**src/rtl/cdlcm_frame_scheduler.sv**
```systemverilog
`timescale 1ns/1ps
// cdlcm_frame_scheduler
// Streams one image out of the frame RAM into the CDLCM pipeline in raster
// order with v_sync/h_sync framing and programmable row blanking. After the
// last row, it waits for the pipeline's result frame before reporting done.
//
// Ports:
//   i_clk, i_rst             clock, asynchronous active-high reset
//   i_start, i_abort         frame start request / abort current frame
//   i_hblank                 requested row blanking, sampled at accepted start
//   o_rd_en, o_rd_addr       frame RAM read port (raster order)
//   i_rd_data                RAM data, valid one cycle after o_rd_en
//   o_v_sync, o_h_sync,
//   o_img_data               pixel stream to the CDLCM input
//   i_res_v_sync,
//   i_res_h_sync             CDLCM result stream framing
//   o_busy, o_done,
//   o_timeout                frame status
module cdlcm_frame_scheduler #(
  parameter int P_DATA_WIDTH   = 20,
  parameter int P_IMAGE_WIDTH  = 256,
  parameter int P_IMAGE_HEIGHT = 256,
  parameter int P_HBLANK_MIN   = 32,
  parameter int P_VPRE         = 16,
  parameter int P_VPOST        = 64,
  parameter int P_TIMEOUT      = 1 << 20
) (
  input  logic                                                  i_clk,
  input  logic                                                  i_rst,
  input  logic                                                  i_start,
  input  logic                                                  i_abort,
  input  logic [15:0]                                           i_hblank,
  output logic                                                  o_rd_en,
  output logic [$clog2(P_IMAGE_WIDTH*P_IMAGE_HEIGHT)-1:0]       o_rd_addr,
  input  logic [P_DATA_WIDTH-1:0]                               i_rd_data,
  output logic                                                  o_v_sync,
  output logic                                                  o_h_sync,
  output logic [P_DATA_WIDTH-1:0]                               o_img_data,
  input  logic                                                  i_res_v_sync,
  input  logic                                                  i_res_h_sync,
  output logic                                                  o_busy,
  output logic                                                  o_done,
  output logic                                                  o_timeout
);

  localparam int LP_PIX    = P_IMAGE_WIDTH * P_IMAGE_HEIGHT;
  localparam int LP_ADDR_W = $clog2(LP_PIX);
  localparam int LP_ROW_W  = $clog2(P_IMAGE_HEIGHT + 1);
  localparam int LP_COL_W  = $clog2(P_IMAGE_WIDTH + 1);
  localparam int LP_DRN_W  = $clog2(P_TIMEOUT + 1);

  localparam logic [2:0] S_IDLE   = 3'd0;
  localparam logic [2:0] S_VPRE   = 3'd1;
  localparam logic [2:0] S_LINE   = 3'd2;
  localparam logic [2:0] S_HBLANK = 3'd3;
  localparam logic [2:0] S_VPOST  = 3'd4;
  localparam logic [2:0] S_DRAIN  = 3'd5;

  logic [2:0]           r_state;
  logic [15:0]          r_hblank;
  logic [15:0]          r_cnt;        // shared by VPRE, HBLANK and VPOST
  logic [LP_COL_W-1:0]  r_col;
  logic [LP_ROW_W-1:0]  r_row;
  logic [LP_ROW_W-1:0]  r_res_rows;   // result rows seen since start
  logic [LP_DRN_W-1:0]  r_drain;
  logic [LP_ADDR_W-1:0] r_rd_addr;
  logic                 r_res_h_prev;
  logic                 r_v_sync;
  logic                 r_h_sync;
  logic                 r_done;
  logic                 r_timeout;

  logic                 w_start_ok;
  logic                 w_res_rise;
  logic                 w_drain_ok;
  logic                 w_last_addr;
  logic [15:0]          w_hblank_eff;

  // A start landing on the done cycle is dropped, as is one paired with abort.
  assign w_start_ok   = (r_state == S_IDLE) && i_start && !i_abort && !r_done;
  assign w_res_rise   = i_res_h_sync && !r_res_h_prev;
  assign w_drain_ok   = (r_res_rows == LP_ROW_W'(P_IMAGE_HEIGHT)) && !i_res_v_sync;
  assign w_last_addr  = (r_rd_addr == LP_ADDR_W'(LP_PIX - 1));
  assign w_hblank_eff = (i_hblank > 16'(P_HBLANK_MIN)) ? i_hblank : 16'(P_HBLANK_MIN);

  assign o_rd_en    = (r_state == S_LINE);
  assign o_rd_addr  = r_rd_addr;
  assign o_v_sync   = r_v_sync;
  assign o_h_sync   = r_h_sync;
  // RAM data arrives one cycle after the read, which is when h_sync is high.
  assign o_img_data = r_h_sync ? i_rd_data : '0;
  assign o_busy     = (r_state != S_IDLE);
  assign o_done     = r_done;
  assign o_timeout  = r_timeout;

  always_ff @(posedge i_clk or posedge i_rst) begin
    if (i_rst) begin
      r_state      <= S_IDLE;
      r_hblank     <= '0;
      r_cnt        <= '0;
      r_col        <= '0;
      r_row        <= '0;
      r_res_rows   <= '0;
      r_drain      <= '0;
      r_rd_addr    <= '0;
      r_res_h_prev <= 1'b0;
      r_v_sync     <= 1'b0;
      r_h_sync     <= 1'b0;
      r_done       <= 1'b0;
      r_timeout    <= 1'b0;
    end else begin
      r_done       <= 1'b0;
      r_res_h_prev <= i_res_h_sync;
      // Result rows are counted for the whole frame so early results count.
      if (r_state != S_IDLE && w_res_rise) begin
        r_res_rows <= r_res_rows + 1'b1;
      end

      if (r_state != S_IDLE && i_abort) begin
        r_state  <= S_IDLE;
        r_v_sync <= 1'b0;
        r_h_sync <= 1'b0;
      end else begin
        r_h_sync <= (r_state == S_LINE);
        r_v_sync <= (r_state != S_IDLE) && (r_state != S_DRAIN);
        case (r_state)
          S_IDLE: begin
            if (w_start_ok) begin
              r_state    <= S_VPRE;
              r_hblank   <= w_hblank_eff;
              r_timeout  <= 1'b0;
              r_rd_addr  <= '0;
              r_cnt      <= '0;
              r_col      <= '0;
              r_row      <= '0;
              r_res_rows <= '0;
              r_drain    <= '0;
            end
          end
          S_VPRE: begin
            if (r_cnt == 16'(P_VPRE - 1)) begin
              r_cnt   <= '0;
              r_state <= S_LINE;
            end else begin
              r_cnt <= r_cnt + 1'b1;
            end
          end
          S_LINE: begin
            // Address saturates on the final pixel instead of wrapping past the image.
            if (!w_last_addr) begin
              r_rd_addr <= r_rd_addr + 1'b1;
            end
            if (r_col == LP_COL_W'(P_IMAGE_WIDTH - 1)) begin
              r_col   <= '0;
              r_state <= S_HBLANK;
            end else begin
              r_col <= r_col + 1'b1;
            end
          end
          S_HBLANK: begin
            if (r_cnt == r_hblank - 16'd1) begin
              r_cnt <= '0;
              if (r_row == LP_ROW_W'(P_IMAGE_HEIGHT - 1)) begin
                r_row   <= '0;
                r_state <= S_VPOST;
              end else begin
                r_row   <= r_row + 1'b1;
                r_state <= S_LINE;
              end
            end else begin
              r_cnt <= r_cnt + 1'b1;
            end
          end
          S_VPOST: begin
            if (r_cnt == 16'(P_VPOST - 1)) begin
              r_cnt   <= '0;
              r_drain <= '0;
              r_state <= S_DRAIN;
            end else begin
              r_cnt <= r_cnt + 1'b1;
            end
          end
          S_DRAIN: begin
            // Completion wins over timeout when both happen on the same cycle.
            if (w_drain_ok) begin
              r_state <= S_IDLE;
              r_done  <= 1'b1;
            end else if (r_drain == LP_DRN_W'(P_TIMEOUT - 1)) begin
              r_state   <= S_IDLE;
              r_done    <= 1'b1;
              r_timeout <= 1'b1;
            end else begin
              r_drain <= r_drain + 1'b1;
            end
          end
          default: r_state <= S_IDLE;
        endcase
      end
    end
  end

endmodule

```
**config.mk**
```make
export PLATFORM = sky130hd
export DESIGN_NAME = cdlcm_frame_scheduler
export DESIGN_NICKNAME = d
export VERILOG_FILES = /design/src/rtl/cdlcm_frame_scheduler.sv
export SDC_FILE = /design/constraint.sdc
export NUM_CORES = 1
export LEC_CHECK = 0
export ABC_AREA = 1
export BUFFER_PORTS_ARGS = -buffer_cell sky130_fd_sc_hd__clkbuf_2
export CAP_MARGIN = 30
export CORE_MARGIN = 3
export CORE_UTILIZATION = 59
export CTS_CLUSTER_DIAMETER = 30
export CTS_CLUSTER_SIZE = 10
export DETAILED_ROUTE_END_ITERATION = 16
export GPL_ROUTABILITY_DRIVEN = 0
export PLACE_DENSITY = 0.86
export SLEW_MARGIN = 10
export SYNTH_ARGS = -nofsm -noshare
export SYNTH_HDL_FRONTEND = slang
export SYNTH_SLANG_ARGS = --single-unit
```
**constraint.sdc**
```tcl
create_clock -name i_clk -period 4.5 [get_ports i_clk]
set_input_delay 0.9 -clock i_clk [delete_from_list [all_inputs] [get_ports i_clk]]
set_output_delay 0.9 -clock i_clk [all_outputs]
set_load 0.005 [all_outputs]
```
Word-level counts from Yosys, hierarchy flattened
Cells that the tools add are included.

Register bits: 104. Input bits: 42. Word-level logic and storage cells: 120.

Add/subtract/negate cells: 7. Magnitude comparators: 1. Eq/ne operators: 27. Mux-type cells: 44. Bitwise logic cells: 1. Reduce and logical (&&, ||, !) cells: 27.

Operators with widths (count): 16-bit two-way mux (6); 21-bit two-way mux (4); 9-bit two-way mux (8); 16-bit one-hot mux with 4 select lines (1); 21-bit one-hot mux with 3 select lines (1); 9-bit one-hot mux with 2 select lines (2); 16-bit by 1-bit adder with 16-bit output, second input constant (2); 16-bit one-hot mux with 2 select lines (1); 9-bit by 1-bit adder with 9-bit output, second input constant (3); 3-bit two-way mux (9); 21-bit by 1-bit adder with 21-bit output, second input constant (1); 21-bit by 20-bit equality test with 1-bit output, second input constant (1); 20-bit two-way mux (1); 9-bit by 8-bit equality test with 1-bit output, second input constant (2); 3-bit one-hot mux with 6 select lines (1); 16-bit equality test (1); 16-bit equality test, second input constant (1); 16-bit by 4-bit equality test with 1-bit output, second input constant (1); 16-bit by 6-bit equality test with 1-bit output, second input constant (1); 16-bit by 6-bit > comparator with 1-bit output, second input constant (1); 16-bit by 1-bit subtractor with 16-bit output, second input constant (1); 2-bit != test, second input constant (7); 3-bit != test, second input constant (4); 6-bit AND reduction (2); other kinds (19) (45).

Longest topological paths before layout
Word-level depth: 7. Mapped depth: 17. Gate-level depth less buffers: 17.

Worst setup path after synthesis
OpenSTA, ideal clock, no wires.

Kind: in2reg. Start: input port i_abort. End: register r_drain[7]. Setup time: 123 ps. Arrival: 2138 ps. Data required time: 4377 ps. Setup slack: 2238 ps. Stages on the path: 14. Cells stage by stage: nor2_1 -> nand2_1 -> nor2_8 -> nor2_2 -> nor2_8 -> inv_4 -> nor2_4 -> nand2_2 -> inv_2 -> nand2_4 -> nor2_2 -> nand2_1 -> o22ai_1 -> a21oi_1.

Cells in the longest elaborated chain, start to end: 5. Elaborated cells between the ends (all ways): 7.

Ends and longest elaborated chain: start, declared (line 31) `input logic i_abort,`; 1-bit zero test (line 80) `assign w_start_ok = (r_state == S_IDLE) && i_start && !i_abort && !r_done;`; 1-bit logical AND (2 in a row) (line 80); 2-bit != test (no source line); 6-bit AND reduction (no source line) (*); end signal, assigned (line 193) `r_drain <= r_drain + 1'b1;`; end, declared (line 65) `logic [LP_DRN_W-1:0] r_drain;`.

Mark *: on every way between the ends. The rest lies on a longest branch, timed or not. A chain may end at the register's enable or synchronous reset.

Worst setup path in the final report
Start: input port i_abort. End: register r_drain[10].

The elaborated chain is that of the path after synthesis.

==> flow_summary.ini <==
[clock_tree]
cts_tree = yes
clock_latency_ns = 0.38
postCtsResizedCells = 0
cts_setup_buffers = 0
clockRootBuffer = clkbuf_8
cts_sinks = 104
cts-hold-fix-buffers = 0
clock_path_buffers = 2
clkTransAtPathRegs_ns = 0.10
h-tree-depth = 3
cts-buffers-inserted = 9

[grt]
grt_pass1_vias = 5654
grt_max_degree = 46
grt_overflow = 0
antenna_found_initial = 0
grt_pass1_wl_um = 25700
grt.total_usage = 0.244

[run]
cap_violations = 0

[yosys]
syn-num-nets = 954
synth-seq-cells = 104
yosysSeqAreaShare = 0.392
netlist_instances = 904
ys_types = 44
syn_area_per_cell_um2 = 7.34
syn_area_mm2 = 0.00663
ys_warn_count = 0

[route]
via_count = 6155
route.detailed.drc = 0
dr.first_iter.drc_count = 364
routed_wl_um = 14800
antenna_left = 0
drtPass1Iterations = 7
routedWlPerCell_um = 13.2
viasPerCell = 5.48

[critical_path]
crit_path_end_kind = register
reg2regPathDepth = 14
r2r_start = r_state[1]
worstSetupStartpointType = input pin
critical_path.startpoint = i_abort
critPathRequiredTime_ns = 4.78
r2r-end = r_drain[10]
crit_end = r_drain[10]
path_class = input pin to register
crit_path_max_fanout = 25
cp.arrival_ns = 2.87
r2r_slack_ns = 1.96

[sta]
final-setup-viol-count = 0
worstMarginPinSlew_ns = 0.938
rsz0062_at_grt = no
period_minus_slack_ns = 2.59
fmaxAchievable_mhz = 387
max_slew_margin = 0.374
fin_crit_sh = 0.575
hold_ws_ns = 0.433
finalHoldViolations = 0
slew_viol_final = 0
setup_tns_ns = 0
fin_skew_ns = 0.00503

[outcome]
status = finished, final reports clean

[placement]
hpwl_um = 11400
portBuffers = 83

[floorplanning]
die_area_mm2 = 0.0125
dieWidth_um = 112
initial_core_util = 0.609
die_y_um = 112
coreArea_mm2 = 0.0109
io_pins = 84
rows = 38

[cells_and_area]
layout_common_cells = nand2_1 (237), inv_1 (110), dfrtp_1 (104)
final_common_cell = nand2_1
nets = 1029
area_delta_synth_final_pct = 10.5
drive_above_1_share = 0.151
num_antenna_cells = 0

[power_and_ir_drop]
p_leak_nw = 3.58
p_sw_w = 0.00135
clkPwrFrac = 0.189
switching_share = 0.432
combPwrFrac = 0.410
power_density_mw_per_mm2 = 425
internal_power_w = 0.00177
p_seq_frac = 0.401
vdd_ir_drop_max_uv = 240
total_power_w = 0.00312

[hold_path]
hp-class = input pin to asynchronous set/reset pin
==> per-layer routing <==
metal	vias to the layer above	wire (um)	global-route usage
met2	161	7110	0.412
met5	-	0	0
met1	2883	6750	0.326
met3	21	695	0.0356
li1	3090	-	-
met4	0	257	0.0841
==> stage by stage <==
stage               std cells  cell area [um^2]  setup WS [ns]  utilization
floorplan                 904              6630          0.868            -
global placement         1108              7140           1.56        0.656
detailed placement       1108              7140           1.52        0.656
CTS                      1124              7330           1.93        0.673
global route             1124              7330           1.68        0.673
finish                   1124              7330           1.91        0.673
==> logic make-up after synthesis <==
logic type,share of synthesized area
xor+xnor,0.0634
simple gates,0.340
fa+ha+maj,0.0151
flops,0.392
compound gates,0.104
buf+inv,0.0858
==> worst min-delay path by stage <==
| stage | endpoint | slack [ns] | cells past startpoint |
|---|---|---|---|
| floorplan | r_row[8] | 0.46 | 1 |
| global placement | r_row[8] | 0.47 | 1 |
| detailed placement | r_res_rows[0] | 0.50 | 1 |
| CTS | o_h_sync | 0.43 | 2 |
| global route | r_col[5] | 0.44 | 2 |
| finish | r_col[5] | 0.43 | 2 |
==> sequential cells by signal, indices dropped and copies added, names as in the netlist <==
signal / flops
r_state: 3
r_res_rows: 9
o_rd_addr: 16
r_row: 9
o_timeout: 1
o_h_sync: 1
r_res_h_prev: 1
r_cnt: 16
r_col: 9
o_v_sync: 1
o_done: 1
r_drain: 21
r_hblank: 16
==> Yosys cell counts, drive strengths merged <==
master | count | area [um^2]
nand3 | 59 | 310
o22ai | 9 | 56.3
nand3b | 11 | 82.6
a22o | 1 | 8.76
and2 | 2 | 12.5
nand4 | 20 | 125
dfrtp | 104 | 2600
nand2 | 244 | 943
o21a | 2 | 15.0
xnor2 | 15 | 131
clkbuf | 12 | 46.3
ha | 8 | 100
nor3b | 3 | 22.5
nor3 | 31 | 186
nor4 | 10 | 75.1
o21ai | 61 | 305
xor2 | 33 | 289
inv | 122 | 460
a32o | 1 | 10.0
a31oi | 5 | 31.3
o31ai | 12 | 110
a21oi | 22 | 110
a211oi | 3 | 22.5
or4 | 2 | 15.0
or2 | 2 | 12.5
o211a | 1 | 10.0
buf | 10 | 62.6
a21boi | 1 | 7.51
nor2 | 98 | 467
==> final cells by class <==
cell class                      count  area, um^2
Clock buffer                       12         135
Inverter                          122         463
Tap cell                          140         175
Sequential cell                   104        2600
Clock inverter                      4        53.8
Fill cell                         879        3560
Timing Repair Buffer               86         438
Multi-Input combinational cell    656        3460
==> power by group through the flow <==
stage,clock [W],combinational [W],sequential (W)
6_report,0.000590,0.00128,0.00125
5_1_grt,0.000634,0.00146,0.00127
4_1_cts,0.000597,0.00128,0.00125
3_5_place_dp,0,0.00128,0.00126
3_3_place_gp,0,0.00124,0.00126
2_1_floorplan,0,0.00103,0.00122
==> worst max-delay path: stages <==
cell and delay (ns):
clkbuf_2 0.11, nor2_1 0.10, nand2_1 0.12, nor2_8 0.32, nor2_2 0.13, nor2_8 0.15, inv_4 0.07, nor2_4 0.09
nand2_2 0.11, inv_2 0.09, nand2_4 0.16, inv_2 0.21, nand2_1 0.09, o22ai_1 0.12, a21oi_1 0.05
Power figures use the tool's default switching activity.
